--- src/rtl/l1_pkg.sv ---
// Shared types and defaults for the L1 cacheline request arbiter.
package l1_pkg;

  localparam int unsigned NSTREAMS_DFLT = 8;
  localparam int unsigned MAX_OUT_DFLT  = 16;

  // Width of an index into n items, never narrower than one bit
  function automatic int unsigned clog2_min1(input int unsigned n);
    return (n > 1) ? $clog2(n) : 1;
  endfunction

  localparam int unsigned SID_W_DFLT = clog2_min1(NSTREAMS_DFLT);

  typedef logic [SID_W_DFLT-1:0] sid_t;

endpackage

--- src/rtl/l1_rr_pick.sv ---
// Rotating-priority select: first set request after the last grant, wrapping.
module l1_rr_pick
  import l1_pkg::*;
#(
  parameter int unsigned n = NSTREAMS_DFLT,
  parameter int unsigned w = clog2_min1(n)
) (
  input  logic [n-1:0] i_req,
  input  logic [w-1:0] i_last,
  output logic [n-1:0] o_gnt,
  output logic [w-1:0] o_idx,
  output logic         o_any
);

  // Scan last+1 .. last+n modulo n; the first hit wins
  always_comb begin
    int unsigned c;
    logic [w-1:0] ci;
    o_gnt = '0;
    o_idx = '0;
    o_any = 1'b0;
    c     = 0;
    ci    = '0;
    for (int unsigned k = 1; k <= n; k++) begin
      c  = (32'(i_last) + k) % n;
      ci = w'(c);
      if (!o_any && i_req[ci]) begin
        o_any     = 1'b1;
        o_idx     = ci;
        o_gnt[ci] = 1'b1;
      end
    end
  end

endmodule

--- src/rtl/l1_clreq_arb.sv ---
// Round-robin arbiter sharing the L1-to-L2 cacheline request channel among
// stream pointers, with a global in-flight credit cap and response routing.
// Optional statistics outputs are enabled by defining L1_CLREQ_ARB_STATS_EN.
module l1_clreq_arb
  import l1_pkg::*;
#(
  parameter int unsigned nstreams  = NSTREAMS_DFLT,
  parameter int unsigned sid_width = clog2_min1(nstreams),
  parameter int unsigned max_out   = MAX_OUT_DFLT,
  parameter int unsigned cnt_width = $clog2(max_out + 1)
) (
  input  logic                 clk,
  input  logic                 reset,
  input  logic [nstreams-1:0]  i_req_v,
  output logic [nstreams-1:0]  i_req_r,
  output logic                 o_req_v,
  input  logic                 o_req_r,
  output logic [sid_width-1:0] o_req_sid,
  input  logic                 i_rsp_v,
  output logic                 i_rsp_r,
  input  logic [sid_width-1:0] i_rsp_sid,
  output logic [nstreams-1:0]  o_rsp_v,
  output logic [cnt_width-1:0] o_out_cnt,
  output logic                 o_idle,
  output logic                 o_err
`ifdef L1_CLREQ_ARB_STATS_EN
  ,
  output logic [31:0]          o_stall_cnt,
  output logic [cnt_width-1:0] o_hwm
`endif
);

  localparam int unsigned cw1 = cnt_width + 1;

  logic                 r_req_v;
  logic [sid_width-1:0] r_req_sid;
  logic [sid_width-1:0] r_last;
  logic [cnt_width-1:0] r_out_cnt;
  logic                 r_err;

  logic [nstreams-1:0]  w_gnt;
  logic [sid_width-1:0] w_idx;
  logic                 w_any;
  logic                 w_stage_free;
  logic [cw1-1:0]       w_inflight;
  logic                 w_credit_ok;
  logic                 w_accept;
  logic                 w_l2_acc;
  logic                 w_sid_bad;
  logic [cnt_width-1:0] w_cnt_nxt;

  l1_rr_pick #(
    .n (nstreams),
    .w (sid_width)
  ) u_pick (
    .i_req  (i_req_v),
    .i_last (r_last),
    .o_gnt  (w_gnt),
    .o_idx  (w_idx),
    .o_any  (w_any)
  );

  // A staged-but-unsent request already holds a credit
  assign w_stage_free = ~r_req_v | o_req_r;
  assign w_inflight   = cw1'(r_out_cnt) + cw1'(r_req_v);
  assign w_credit_ok  = w_inflight < cw1'(max_out);
  assign w_accept     = w_any & w_stage_free & w_credit_ok;
  assign w_l2_acc     = r_req_v & o_req_r;

  assign i_req_r   = w_accept ? w_gnt : '0;
  assign o_req_v   = r_req_v;
  assign o_req_sid = r_req_sid;
  assign o_out_cnt = r_out_cnt;
  assign o_err     = r_err;
  assign o_idle    = ~r_req_v & (r_out_cnt == '0);
  assign i_rsp_r   = 1'b1;

  // Out-of-range ids are only possible when nstreams is not a power of two
  if (nstreams < (1 << sid_width)) begin : g_sid_chk
    assign w_sid_bad = (32'(i_rsp_sid) >= nstreams);
  end else begin : g_sid_full
    assign w_sid_bad = 1'b0;
  end

  // One-hot response routing; an out-of-range id selects nothing
  always_comb begin
    o_rsp_v = '0;
    for (int unsigned i = 0; i < nstreams; i++) begin
      o_rsp_v[i] = i_rsp_v & (32'(i_rsp_sid) == i);
    end
  end

  // In-flight count: +1 on L2 accept, -1 on response, floor at zero
  always_comb begin
    w_cnt_nxt = r_out_cnt;
    if (w_l2_acc && !i_rsp_v) begin
      w_cnt_nxt = r_out_cnt + cnt_width'(1);
    end else if (!w_l2_acc && i_rsp_v && (r_out_cnt != '0)) begin
      w_cnt_nxt = r_out_cnt - cnt_width'(1);
    end
  end

  // Output stage, grant pointer, counter and sticky error
  always_ff @(posedge clk) begin
    if (reset) begin
      r_req_v   <= 1'b0;
      r_req_sid <= '0;
      r_last    <= sid_width'(nstreams - 1);
      r_out_cnt <= '0;
      r_err     <= 1'b0;
    end else begin
      if (w_stage_free) begin
        r_req_v <= w_accept;
      end
      if (w_accept) begin
        r_req_sid <= w_idx;
        r_last    <= w_idx;
      end
      r_out_cnt <= w_cnt_nxt;
      if (i_rsp_v && (((r_out_cnt == '0) && !w_l2_acc) || w_sid_bad)) begin
        r_err <= 1'b1;
      end
    end
  end

`ifdef L1_CLREQ_ARB_STATS_EN
  logic [31:0]          r_stall_cnt;
  logic [cnt_width-1:0] r_hwm;

  assign o_stall_cnt = r_stall_cnt;
  assign o_hwm       = r_hwm;

  // Credit-stall cycle count (saturating) and in-flight high-water mark
  always_ff @(posedge clk) begin
    if (reset) begin
      r_stall_cnt <= '0;
      r_hwm       <= '0;
    end else begin
      if ((|i_req_v) && !w_credit_ok && (r_stall_cnt != '1)) begin
        r_stall_cnt <= r_stall_cnt + 32'd1;
      end
      if (w_cnt_nxt > r_hwm) begin
        r_hwm <= w_cnt_nxt;
      end
    end
  end
`endif

endmodule
--- config.mk ---
export PLATFORM = sky130hd
export DESIGN_NAME = l1_clreq_arb
export DESIGN_NICKNAME = d
export VERILOG_FILES = /design/src/rtl/l1_pkg.sv /design/src/rtl/l1_rr_pick.sv /design/src/rtl/l1_clreq_arb.sv
export SDC_FILE = /design/constraint.sdc
export NUM_CORES = 1
export LEC_CHECK = 0
export BUFFER_PORTS_ARGS = -buffer_cell sky130_fd_sc_hd__buf_4
export CORE_MARGIN = 1
export CORE_UTILIZATION = 35
export CTS_CLUSTER_DIAMETER = 120
export DETAILED_ROUTE_END_ITERATION = 8
export PLACE_DENSITY = 0.56
export SETUP_SLACK_MARGIN = 0.2
export SYNTH_ARGS = -nofsm -noshare
export SYNTH_HDL_FRONTEND = slang
export SYNTH_HIERARCHICAL = 1
export SYNTH_SLANG_ARGS = --single-unit
--- constraint.sdc ---
create_clock -name clk -period 8.4 [get_ports clk]
set_clock_uncertainty 0.2 [all_clocks]
set_input_delay 1.26 -clock clk [delete_from_list [all_inputs] [get_ports clk]]
set_output_delay 1.26 -clock clk [all_outputs]
set_load 0.1 [all_outputs]
=== Yosys cells after proc, flatten, opt, wreduce, memory -nomap -nowiden ===
Cells that the tools add are included.

* Add/subtract/negate cells: 11
* $lt $le $gt $ge: 17
* Equality and inequality tests: 7
* Muxes and demuxes: 59
* Bitwise operators: 21
* Reduce and logical (&&, ||, !) cells: 33

{| class="wikitable"
|+ Operators with widths
! kind !! count
|-
| 8-bit two-way mux || 9
|-
| 8-bit OR || 7
|-
| 3-bit by 4-bit less-than comparator with 1-bit output (second input constant) || 8
|-
| 1-bit binary-select mux with 3-bit select || 8
|-
| 1-bit demux with 3-bit select || 8
|-
| 3-bit by 1-bit >= comparator with 1-bit output (second input constant) || 8
|-
| 1-bit two-way mux || 24
|-
| 3-bit two-way mux || 8
|-
| 1-bit logical AND || 20
|-
| 3-bit adder (second input constant) || 4
|-
| 1-bit bitwise AND || 12
|-
| 3-bit == test (second input constant) || 4
|-
| 5-bit two-way mux || 2
|-
| 1-bit logical NOT || 9
|-
| 3-bit by 1-bit adder with 3-bit output (second input constant) || 2
|-
| 3-bit by 2-bit adder with 3-bit output (second input constant) || 2
|-
| 5-bit by 1-bit adder with 6-bit output || 1
|-
| 3-bit by 2-bit == test with 1-bit output (second input constant) || 2
|-
| 6-bit by 5-bit less-than comparator with 1-bit output (second input constant) || 1
|-
| 5-bit by 1-bit adder with 5-bit output (second input constant) || 1
|-
| 5-bit logical NOT || 1
|-
| 5-bit nonzero test || 1
|-
| 5-bit by 1-bit subtractor with 5-bit output (second input constant) || 1
|-
| 3-bit by 1-bit == test with 1-bit output (second input constant) || 1
|-
| other kinds (4) || 4
|}

* Register bits: 13
* Input port bits: 15
* Output and inout port bits: 28
* Word-level logic and storage cells: 153

=== Longest topological paths before layout ===
* Word-level depth: 28
* Mapped depth: 16
* Mapped depth without buffers: 11

=== Hierarchy ===
Netlist, hierarchy kept.

{| class="wikitable"
|+ By module, submodules not included
! module !! times used !! cells each !! area an instance (µm²) !! sequential area each (µm²)
|-
| l1_rr_pick || 1 || 135 || 1261.2 || 0.0
|-
| l1_clreq_arb || 1 || 93 || 803.3 || 260.2
|}

=== Least setup slack after synthesis ===
No wires, ideal clock.

* Path kind: reg2out
* Start point: register r_last[0]
* End point: output i_req_r[4]
* Arrival time: 4415 ps
* Required time: 6940 ps
* Slack: 2525 ps
* Stages on the path, launching flop included: 14
* Path buffers: 4
* Path through: dfxtp_1 -> buf_6 -> buf_2 -> clkbuf_1 -> clkinv_1 -> ha_1 -> clkbuf_1 -> inv_1 -> mux4_2 -> nor4b_4 -> nor4b_4 -> a221o_1 -> mux2_2 -> and2_1

* Elaborated cells on any way between the ends: 104
* Classes of those cells: 8 x add/sub; 16 x order compare; 49 x mux; 9 x bitwise; 22 x reduce/logical

{| class="wikitable"
|+ RTL lines
! what !! RTL line !! RTL
|-
| start, declared || l1_clreq_arb.sv:37 || <nowiki>logic [sid_width-1:0] r_last;</nowiki>
|-
| start signal, assigned || l1_clreq_arb.sv:108 || <nowiki>r_last <= sid_width'(nstreams - 1);</nowiki>
|-
| start signal, assigned || l1_clreq_arb.sv:117 || <nowiki>r_last <= w_idx;</nowiki>
|-
| branches (longest 24 deep; another with 3-bit by 4-bit less-than comparator with 1-bit output) || n/a ||
|-
| 8-bit two-way mux * || l1_rr_pick.sv:27 || <nowiki>if (!o_any && i_req[ci]) begin</nowiki>
|-
| named net w_gnt[4] || l1_clreq_arb.sv:41 || <nowiki>logic [nstreams-1:0] w_gnt;</nowiki>
|-
| 8-bit two-way mux * || l1_clreq_arb.sv:70 || <nowiki>assign i_req_r = w_accept ? w_gnt : '0;</nowiki>
|-
| end, declared || l1_clreq_arb.sv:15 || <nowiki>output logic [nstreams-1:0] i_req_r,</nowiki>
|}

Mark *: on every way through the listed nets, which the timed path passes. The select of a mux whose other input is x is not followed.

=== Worst setup path in the final report ===
* Start point: register r_last[0]
* End point: output i_req_r[7]

* Longest elaborated chain between the ends: 28
* Elaborated cells on any way between the ends: 104
* Classes of those cells: 8 x add/sub; 16 x order compare; 49 x mux; 9 x bitwise; 22 x reduce/logical

{| class="wikitable"
|+ RTL lines
! what !! RTL line !! RTL
|-
| 3-bit by 1-bit adder with 3-bit output || l1_rr_pick.sv:25 || <nowiki>c = (32'(i_last) + k) % n;</nowiki>
|-
| 1-bit binary-select mux with 3-bit select || l1_rr_pick.sv:27 ||
|-
| 1-bit two-way mux (not written as such) || l1_rr_pick.sv:27 ||
|-
| 1-bit two-way mux || l1_rr_pick.sv:27 ||
|-
| 1-bit logical NOT || l1_rr_pick.sv:27 ||
|-
| 1-bit logical AND || l1_rr_pick.sv:27 ||
|-
| 1-bit two-way mux || l1_rr_pick.sv:27 ||
|-
| 1-bit logical NOT || l1_rr_pick.sv:27 ||
|-
| (+12 left out) || n/a ||
|-
| 1-bit logical AND || l1_rr_pick.sv:27 ||
|-
| 1-bit two-way mux || l1_rr_pick.sv:27 ||
|-
| 1-bit logical NOT || l1_rr_pick.sv:27 ||
|-
| 1-bit logical AND || l1_rr_pick.sv:27 ||
|-
| 1-bit two-way mux * || l1_rr_pick.sv:27 ||
|-
| named net w_any || l1_clreq_arb.sv:43 || <nowiki>logic w_any;</nowiki>
|-
| 1-bit bitwise AND * (2 in a row) || l1_clreq_arb.sv:67 || <nowiki>assign w_accept = w_any & w_stage_free & w_credit_ok;</nowiki>
|-
| 8-bit two-way mux * || l1_clreq_arb.sv:70 ||
|}

Mark *: on every way through the listed nets, which the timed path passes. The rest lies on a longest branch. The select of a mux whose other input is x is not followed.

==> flow_summary_export.csv <==
group,metric,value,unit
critical_path,crit_path_max_incr_delay,730,ps
clock_network,cts_inserted_buffers,3,
worst_hold_path,min_path_cells,1,
clock_network,htreeDepth,1,
job,drv_cap,0,
routing,ant_nets,0,
clock_network,clk_latency,250,ps
synth,synth-seq-area-share,0.126,
clock_network,cts_tree,"built",
grt,grt_start_max_net_pins,32,
routing,drt-total-wl,5230,um
finish,final_common_cell,"buf_4",
synth,netlist_instances,228,
critical_path,worstSetupEndpointType,"primary output",
critical_path,required,6940,ps
worst_hold_path,hold_class,"reg2reg",
finish,syn_to_final_growth,19.1,%
die,fp-row-count,27,
routing,drc_errors,0,
sta,slew_viol_final,0,
grt,grt_antenna_before_repair,0,
routing,drt_first_pass_iters,4,
synth,ys_ff_latch,13,
die,coreArea,5610,um^2
clock_network,holdBufCountCts,0,
sta,tightest_slew,935,ps
critical_path,path_max_fanout,31,
grt,grt_usage,0.175,
finish,diodes,0,
clock_network,cts.sinks,13,
routing,vias,1985,
sta,rsz0062_at_grt,"false",
clock_network,cts-resized-gates,0,
finish,final_cell_mix,"buf_4, nor2_1, mux2i_1, mux2_2",
synth,synth_edf_count,0,
critical_path,crit_chain,"buf_4 -> clkinv_1 -> ha_1 -> xnor2_1 -> mux4_2 -> nor4b_4 -> nor2b_1 -> nand3_1 -> inv_1 -> a2111oi_4 -> and2_1 -> buf_4",
critical_path,start_kind,"flip-flop",
grt,overflow,0,
grt,grt_pass1_wl,8940,um
critical_path,rrSetupSlack,4180,ps
finish,finalNonFillerCells,336,
place,dpl.cell_count,332,
critical_path,setup.worst_path.class,"reg2out",
die,die_x,78.8,um
sta,hold_slack,269,ps
die,die_area,6210,um^2
sta,hold_viol_final,0,
synth,yosys_warnings,6,
routing,wl_per_cell,15.6,um
die,initial_utilization,0.368,
clock_network,root_buffer,"clkbuf_8",
place,globalplace.congestion,0.820,
sta,setup_tns,0,ps
synth,syn_area,2060,um^2
place,io_buffer_count,41,
die,die_h,78.8,um
routing,vias_per_cell,5.91,
synth,synth_ff_type,"dfxtp_1",
sta,finalCritPeriodShare,0.690,
outcome,outcome,"finished clean",
finish,drive_above_1_share,0.326,
critical_path,arrival,4340,ps
synth,syn-num-nets,253,
sta,slew_headroom,0.377,
synth,synth_area_per_cell,9.05,um^2
clock_network,cts_buffer_depth,2,
sta,max_freq,172,MHz
die,ios,43,
synth,yosys.cell_types.count,60,
sta,setup_viol,0,
critical_path,cpMostUsedCell,"buf_4",
grt,grt_pass1_vias,1872,
place,dp_hpwl,4010,um
synth,async_reset_ff_frac,0,
clock_network,post-cts-setup-buffers,0,
routing,drt_iter0_drc,165,
clock_network,clk_pin_slew,60,ps
critical_path,reg2reg_depth,11,
finish,fin_util,0.438,
critical_path,crit_slowest_cell,"a2111oi_4",
finish,fin_nets,290,
sta,post-route-min-period,5800,ps
[critical path: cells and delay by family, from the launching register on]
family / cells / cell delay [ps]
buffers and inverters: 4 / 1020
AO/OA/AOI/OAI: 1 / 730
XOR/XNOR: 1 / 620
AND/OR/NAND/NOR: 4 / 610
multiplexers: 1 / 460
adder cells (fa/ha/maj): 1 / 330
flip-flops: 1 / 300
[path summary, 6_finish.rpt]
check | startpoint | end
worst max-delay path | r_last[0] | i_req_r[7]
worst max register to register | r_last[0] | o_req_sid[0]
worst min-delay path | o_err | o_err
worst min register to register | o_err | o_err
[sequential cells by signal, indices dropped and copies added (netlist names)]
register and count:
o_err 1, r_last 3, o_out_cnt 5, o_req_sid 3, o_req_v 1
[kinds of logic after synthesis]
kind of cell,share of synthesized area
AND/OR/NAND/NOR,0.208
AO/OA/AOI/OAI,0.216
buffers and inverters,0.0491
adder cells (fa/ha/maj),0.0642
multiplexers,0.314
flip-flops,0.126
XOR/XNOR,0.0212
other,0.00182
[area by class of cell]
cell class	instances	area, um^2
timing repair buffer	43	323
clock buffer	4	45.0
fill	572	3150
tap	72	90.1
sequential	13	260
multi-input combinational	194	1700
inverter	10	37.5
[Yosys cell counts (7+ instances only)]
cell      n  area, um^2
nor2_1   20        75.1
dfxtp_1  13         260
ha_1      9         113
mux2_2   16         180
inv_1     8        30.0
and2_1   10        62.6
o21ai_0   9        45.0
mux2i_1  16         160
nand2_1  13        48.8
mux4_2   13         293
a21oi_1   7        35.0
[through the flow]
| step | setup slack [ps] | instance area [um^2] |
|---|---|---|
| after CTS | 2590 | 2460 |
| after global placement | 2900 | 2410 |
| final | 2600 | 2460 |
| after global routing | 2180 | 2460 |
| after detailed placement | 2870 | 2410 |
| after floorplan | 2530 | 2060 |
[layer usage]
layer	up-vias	GRT usage	share of wire
met5	-	0	0
met2	62	0.304	0.49
li1	963	-	-
met1	953	0.237	0.45
met3	7	0.00690	0.045
met4	0	0.0389	0.010
Power is not shown: default switching activity piles up to over one toggle a cycle in this logic, so the estimate is an artifact.
